==> src/rtl/irq_sched_pkg.sv <==
// Shared types and defaults for the irq_sched interrupt scheduler.
package irq_sched_pkg;

  typedef enum logic [1:0] {
    ST_IDLE   = 2'd0,
    ST_ARMED  = 2'd1,
    ST_ASSERT = 2'd2,
    ST_GAP    = 2'd3
  } state_e;

  localparam logic [31:0] ACK_ADDR_DEFAULT = 32'h0000_7f20;

  typedef struct packed {
    logic        valid;
    logic [29:0] pc;
  } entry_t;

endpackage

==> src/rtl/irq_sched_table.sv <==
// Trigger table: DEPTH word-PC entries with a write port, a valid-clear port,
// one read port and an any-valid reduction.
module irq_sched_table
  import irq_sched_pkg::*;
#(
  parameter int unsigned DEPTH = 4
) (
  input  logic                     clk,
  input  logic                     reset,
  input  logic                     i_wr_en,
  input  logic [$clog2(DEPTH)-1:0] i_wr_idx,
  input  entry_t                   i_wr_entry,
  input  logic                     i_clr_en,
  input  logic [$clog2(DEPTH)-1:0] i_clr_idx,
  input  logic [$clog2(DEPTH)-1:0] i_rd_idx,
  output entry_t                   o_rd_entry,
  output logic                     o_any_valid
);

  entry_t r_mem [DEPTH];

  // NOTE: only the valid bits need a reset; the pc fields are don't-care
  // while invalid. The write is placed after the clear so that, as the last
  // non-blocking assignment, it wins when both hit the same entry.
  always_ff @(posedge clk) begin
    if (!reset) begin
      for (int i = 0; i < DEPTH; i++) r_mem[i].valid <= 1'b0;
    end else begin
      if (i_clr_en) r_mem[i_clr_idx].valid <= 1'b0;
      if (i_wr_en)  r_mem[i_wr_idx]        <= i_wr_entry;
    end
  end

  assign o_rd_entry = r_mem[i_rd_idx];

  always_comb begin
    o_any_valid = 1'b0;
    for (int i = 0; i < DEPTH; i++) o_any_valid = o_any_valid | r_mem[i].valid;
  end

endmodule

==> src/rtl/irq_sched.sv <==
// PC-triggered interrupt scheduler for the MIPS core's interrupt input.
// Define IRQ_SCHED_TIMEOUT_EN to add the unacknowledged-interrupt watchdog.
module irq_sched
  import irq_sched_pkg::*;
#(
  parameter int unsigned DEPTH       = 4,
  parameter logic [31:0] ACK_ADDR    = ACK_ADDR_DEFAULT,
  parameter int unsigned GAP_CYC     = 8,
  parameter int unsigned TIMEOUT_CYC = 1024
) (
  input  logic                     clk,
  input  logic                     reset,
  input  logic                     sched_en,
  input  logic [31:0]              macroscopic_pc,
  input  logic [31:0]              m_int_addr,
  input  logic [3:0]               m_int_byteen,
  input  logic                     cfg_we,
  input  logic [$clog2(DEPTH)-1:0] cfg_idx,
  input  logic [31:0]              cfg_pc,
  input  logic                     cfg_valid,
  output logic                     interrupt,
  output logic                     busy,
  output logic [$clog2(DEPTH)-1:0] cur_idx,
  output logic [15:0]              fired_cnt,
  output logic                     timeout
);

  localparam int unsigned IW = $clog2(DEPTH);
  localparam int unsigned GW = $clog2(GAP_CYC + 1);

  state_e        r_state, w_state_nxt;
  logic [IW-1:0] r_cur_idx;
  logic [GW-1:0] r_gap_cnt;
  logic [15:0]   r_fired_cnt;
  entry_t        w_cfg_entry, w_cur_entry;
  logic          w_any_valid, w_ack, w_match, w_expire;
  logic          w_release, w_acked, w_adv_idx;
  logic          w_unused;

  assign w_unused    = ^{macroscopic_pc[1:0], cfg_pc[1:0]};
  assign w_cfg_entry = {cfg_valid, cfg_pc[31:2]};
  assign w_ack       = (|m_int_byteen) && ((m_int_addr & ~32'd3) == ACK_ADDR);
  assign w_match     = w_cur_entry.valid && (macroscopic_pc[31:2] == w_cur_entry.pc);

  irq_sched_table #(.DEPTH(DEPTH)) u_table (
    .clk        (clk),
    .reset      (reset),
    .i_wr_en    (cfg_we),
    .i_wr_idx   (cfg_idx),
    .i_wr_entry (w_cfg_entry),
    .i_clr_en   (w_release),
    .i_clr_idx  (r_cur_idx),
    .i_rd_idx   (r_cur_idx),
    .o_rd_entry (w_cur_entry),
    .o_any_valid(w_any_valid)
  );

`ifdef IRQ_SCHED_TIMEOUT_EN
  localparam int unsigned TW = $clog2(TIMEOUT_CYC + 1);
  logic [TW-1:0] r_wd_cnt;
  logic          r_timeout;

  // Watchdog holds the count of ASSERT cycles already spent, so it expires
  // in the TIMEOUT_CYC-th cycle of the request.
  assign w_expire = (r_wd_cnt == TW'(TIMEOUT_CYC - 1));

  always_ff @(posedge clk) begin
    if (!reset) begin
      r_wd_cnt  <= '0;
      r_timeout <= 1'b0;
    end else begin
      if (r_state == ST_ASSERT && w_state_nxt == ST_ASSERT) r_wd_cnt <= r_wd_cnt + TW'(1);
      else                                                  r_wd_cnt <= '0;
      if (w_release && !w_ack) r_timeout <= 1'b1;
    end
  end

  assign timeout = r_timeout;
`else
  localparam int unsigned unused_timeout_cyc = TIMEOUT_CYC;
  assign w_expire = 1'b0;
  assign timeout  = 1'b0;
`endif

  // NOTE: every output of this block gets a default first so no path
  // through the case leaves a signal unassigned (which would infer a latch).
  always_comb begin
    w_state_nxt = r_state;
    w_release   = 1'b0;
    w_acked     = 1'b0;
    w_adv_idx   = 1'b0;
    if (!sched_en) begin
      w_state_nxt = ST_IDLE;
    end else begin
      unique case (r_state)
        ST_IDLE:  if (w_any_valid) w_state_nxt = ST_ARMED;
        ST_ARMED: begin
          if (!w_any_valid)            w_state_nxt = ST_IDLE;
          else if (!w_cur_entry.valid) w_adv_idx   = 1'b1;
          else if (w_match)            w_state_nxt = ST_ASSERT;
        end
        ST_ASSERT: begin
          if (w_ack || w_expire) begin
            w_state_nxt = ST_GAP;
            w_release   = 1'b1;
            w_adv_idx   = 1'b1;
            w_acked     = w_ack;
          end
        end
        ST_GAP:   if (r_gap_cnt == '0) w_state_nxt = ST_ARMED;
        default:  w_state_nxt = ST_IDLE;
      endcase
    end
  end

  always_ff @(posedge clk) begin
    if (!reset) begin
      r_state     <= ST_IDLE;
      r_cur_idx   <= '0;
      r_gap_cnt   <= '0;
      r_fired_cnt <= '0;
    end else begin
      r_state <= w_state_nxt;
      if (w_adv_idx) r_cur_idx   <= r_cur_idx + IW'(1);
      if (w_acked)   r_fired_cnt <= r_fired_cnt + 16'd1;
      if (w_release)                                r_gap_cnt <= GW'(GAP_CYC);
      else if (r_state == ST_GAP && r_gap_cnt != '0) r_gap_cnt <= r_gap_cnt - GW'(1);
    end
  end

  assign interrupt = (r_state == ST_ASSERT);
  assign busy      = (r_state == ST_ASSERT) || (r_state == ST_GAP);
  assign cur_idx   = r_cur_idx;
  assign fired_cnt = r_fired_cnt;

endmodule

==> config.mk <==
export PLATFORM = sky130hd
export DESIGN_NAME = irq_sched
export DESIGN_NICKNAME = d
export VERILOG_FILES = /design/src/rtl/irq_sched_pkg.sv /design/src/rtl/irq_sched_table.sv /design/src/rtl/irq_sched.sv
export SDC_FILE = /design/constraint.sdc
export NUM_CORES = 1
export LEC_CHECK = 0
export CAP_MARGIN = 15
export CORE_ASPECT_RATIO = 1.75
export CORE_MARGIN = 4
export CORE_UTILIZATION = 35
export CTS_CLUSTER_DIAMETER = 150
export CTS_CLUSTER_SIZE = 20
export DETAILED_ROUTE_END_ITERATION = 16
export GPL_TIMING_DRIVEN = 1
export PLACE_DENSITY = 0.6
export SLEW_MARGIN = 20
export SYNTH_ARGS = -nofsm -noshare
export SYNTH_HDL_FRONTEND = slang
export SYNTH_SLANG_ARGS = --single-unit
==> constraint.sdc <==
create_clock -name clk -period 4.4 [get_ports clk]
set_clock_uncertainty 0.2 [all_clocks]
set_input_delay 0.88 -clock clk [delete_from_list [all_inputs] [get_ports clk]]
set_output_delay 0.88 -clock clk [all_outputs]
set_load 0.01 [all_outputs]
==> results.yml <==
synthesis:
  synth.cells.most_frequent: "edfxtp_1, dfxtp_1, mux2i_1, nand2_1, xor2_1"
  synth_edf_count: 121
  ys_top_cells_by_area: "edfxtp_1, dfxtp_1, mux4_2, mux2i_1, xor2_1"
  synthFlopType: "edfxtp_1"
  synth_nets: 545
  synth_top_area_cell: "edfxtp_1"
  synthArstFlopShare: 0
  syn_inst: 432
  synth_area_per_cell_um2: 14.94
  synth-seq-cells: 150
  ys_warn_count: 0
  syn_area_um2: 6455
  ys_seq_area_frac: 0.6528
  netlist.area_leader.share: 0.5629
  synth_most_common_cell: "edfxtp_1"
  synth_cell_type_count: 54
status:
  status: "finished clean"
sta:
  fmax_mhz: 276.6
  rsz0062_at_grt: "false"
  period_share: 0.8217
  finalMaxSlewViolations: 0
  setup-tns-final_ns: 0
  max_slew_margin: 0.3742
  hold_slack_ns: 0.3138
  finalSetupViolCount: 0
  final.min_clock_period_ns: 3.616
  finalHoldViolCount: 0
  worst_slew_pin_slew_ns: 0.9388
layout:
  final_nets: 677
  syn2layout_area_growth_pct: 32.39
  drive_gt1_frac: 0.1161
  fillers: 1643
  diodes: 0
placed_design:
  gp_congestion: 0.8413
  place_hpwl_um: 10030
  portBuffers: 120
floorplan:
  start_util: 0.3575
  die_height_um: 187.7
  core_um2: 18050
  fp.dieW_um: 110.7
  rows: 65
  die_area_um2: 20770
  pin_count: 128
clock_network:
  tritoncts: "built"
  hold_buffers: 0
  cts_setup_buffers: 0
  cts.repair.resized: 0
  clock-sinks: 150
  cts_buffers: 17
  clkTransAtPathRegs_ns: 0.06
  ctsHtreeMaxLevel: 4
  clock_latency_ns: 0.41
  cts-root-buf: "clkbuf_16"
  clk_path_buf_depth: 2
power_and_ir_drop:
  p_int_w: 0.002632
  switching_power_w: 0.0006290
  clkPwrFrac: 0.454
  swShare: 0.1929
  peakVddDrop_uv: 239.3
  p_seq_frac: 0.486
  cellLeakagePower_nw: 2.717
  power_density_nw_per_um2: 381.6
  power_frac_comb: 0.061
grt:
  antenna_found_initial: 1
  overflow: 0
  grtUsageTotal: 0.1405
  grt_pass1_vias: 4416
  grt_max_degree: 38
  grt_pass1_wl_um: 22660
route:
  drtIter0Drc: 143
  antenna_left: 0
  wirelength_um: 14220
  vias: 4028
  route.detailed.drc: 0
  wl_per_cell_um: 17.54
  vias_per_cell: 4.967
  drtPass1Iterations: 4
worst_setup_path:
  crit_arrival_ns: 3.75
  cp.required_ns: 4.54
  setup.worst_path.start_class: "register"
  cp-end-kind: "register"
  crit_type: "register to register"
  critPathMaxFanout: 37
min_path:
  worstHoldStart: "fired_cnt[8]$_SDFFE_PN0P_"
  min_path_type: "register to register"
job:
  maxCapViolCount: 0
[worst max-delay path, cell delays in order, from the launching register on]
cell and delay (ns):
dfxtp_2 0.95, mux4_2 0.62, xor2_1 0.16, nor4_2 0.31, nand2_1 0.19, a2111oi_2 0.38
a31oi_1 0.22, a2111o_1 0.38, a21oi_1 0.13
[worst paths after layout]
path	endpoint	slack (ns)	cells after the start
hold / removal	fired_cnt[8]$_SDFFE_PN0P_	0.31	2
setup / recovery	r_state[1]$_SDFFE_PN0P_	0.78	8
hold reg to reg	fired_cnt[8]$_SDFFE_PN0P_	0.31	2
setup reg to reg	r_state[1]$_SDFFE_PN0P_	0.78	8
[per-stage QoR]
step | setup WS, ns | util | std cells | power, W | cell area [µm²]
floorplan | 0.1418 | - | 432 | 0.001680 | 6455
global placement | 0.5868 | 0.4394 | 779 | 0.001807 | 7933
detailed placement | 0.4866 | 0.4394 | 779 | 0.001814 | 7933
CTS | 0.7218 | 0.4733 | 811 | 0.003296 | 8546
global route | 0.5327 | 0.4733 | 811 | 0.003382 | 8546
finish | 0.7843 | 0.4733 | 811 | 0.003261 | 8546
[metal layers]
layer	routed length, µm	global-route usage	part of all wire
met1	5098	0.1428	0.36
met2	7969	0.2652	0.56
met3	861	0.04585	0.061
met4	284	0.04931	0.020
met5	8	0	0.00056
[final cells by class]
type | instances | area [µm²] | share of cell area
well taps | 234 | 292.8 | 0.03426
flip-flops and latches | 150 | 4217 | 0.4934
clock buffers | 18 | 429.2 | 0.05022
repair buffers | 127 | 1254 | 0.1467
inverters | 10 | 37.54 | 0.004392
clock inverters | 14 | 183.9 | 0.02152
multi-input cells | 258 | 2132 | 0.2495
[kinds of logic after synthesis]
| logic type | Yosys count | share of synthesized area |
|---|---|---|
| flip-flops | 150 | 0.6528 |
| AND/OR/NAND/NOR | 112 | 0.09730 |
| AO/OA/AOI/OAI | 59 | 0.06687 |
| multiplexers | 45 | 0.1041 |
| XOR/XNOR | 35 | 0.04749 |
| buffers and inverters | 24 | 0.01919 |
| adder cells (fa/ha/maj) | 6 | 0.01163 |
| other | 1 | 0.0005810 |
[flip-flops by register name (all words and copies together) (netlist names), named ones only]
signal         count
fired_cnt         16
r_gap_cnt          4
cur_idx            2
r_state            2
u_table.r_mem    124
[power by group through the flow]
stage	registers, W	clock network, W	logic, W
2_1_floorplan	0.00161	0	0.0000696
3_3_place_gp	0.00161	0	0.000196
3_5_place_dp	0.00161	0	0.000200
4_1_cts	0.00158	0.00151	0.000201
5_1_grt	0.00159	0.00158	0.000215
6_report	0.00158	0.00148	0.000198
[layout by cell type (no fill, tap or decap), types with 3 or more instances in the layout]
| master | synthesis | layout |
|---|---|---|
| nor4_1 | 7 | 7 |
| a21oi_1 | 9 | 9 |
| inv_1 | 10 | 10 |
| clkinv_1 | 0 | 3 |
| o21ai_0 | 12 | 12 |
| nand2_1 | 27 | 27 |
| bufinv_16 | 0 | 4 |
| mux2i_1 | 27 | 27 |
| nor2b_1 | 3 | 3 |
| ha_1 | 6 | 6 |
| clkbuf_16 | 0 | 17 |
| nor4b_1 | 3 | 3 |
| and2_1 | 13 | 13 |
| xnor2_1 | 17 | 17 |
| nor2_1 | 11 | 11 |
| clkdlybuf4s50_1 | 0 | 120 |
| a21boi_0 | 6 | 6 |
| edfxtp_1 | 121 | 121 |
| xor2_1 | 18 | 18 |
| a211oi_1 | 5 | 5 |
| o2bb2ai_1 | 4 | 4 |
| mux4_2 | 15 | 15 |
| buf_4 | 1 | 7 |
| clkinvlp_4 | 0 | 4 |
| o22ai_1 | 4 | 4 |
| nand3_1 | 6 | 6 |
| nand4_1 | 9 | 9 |
| or3_1 | 7 | 7 |
| or2_2 | 5 | 5 |
| nand2b_1 | 7 | 7 |
| dfxtp_1 | 29 | 27 |
| o211ai_1 | 3 | 3 |
(Power assumes the default switching activity.)
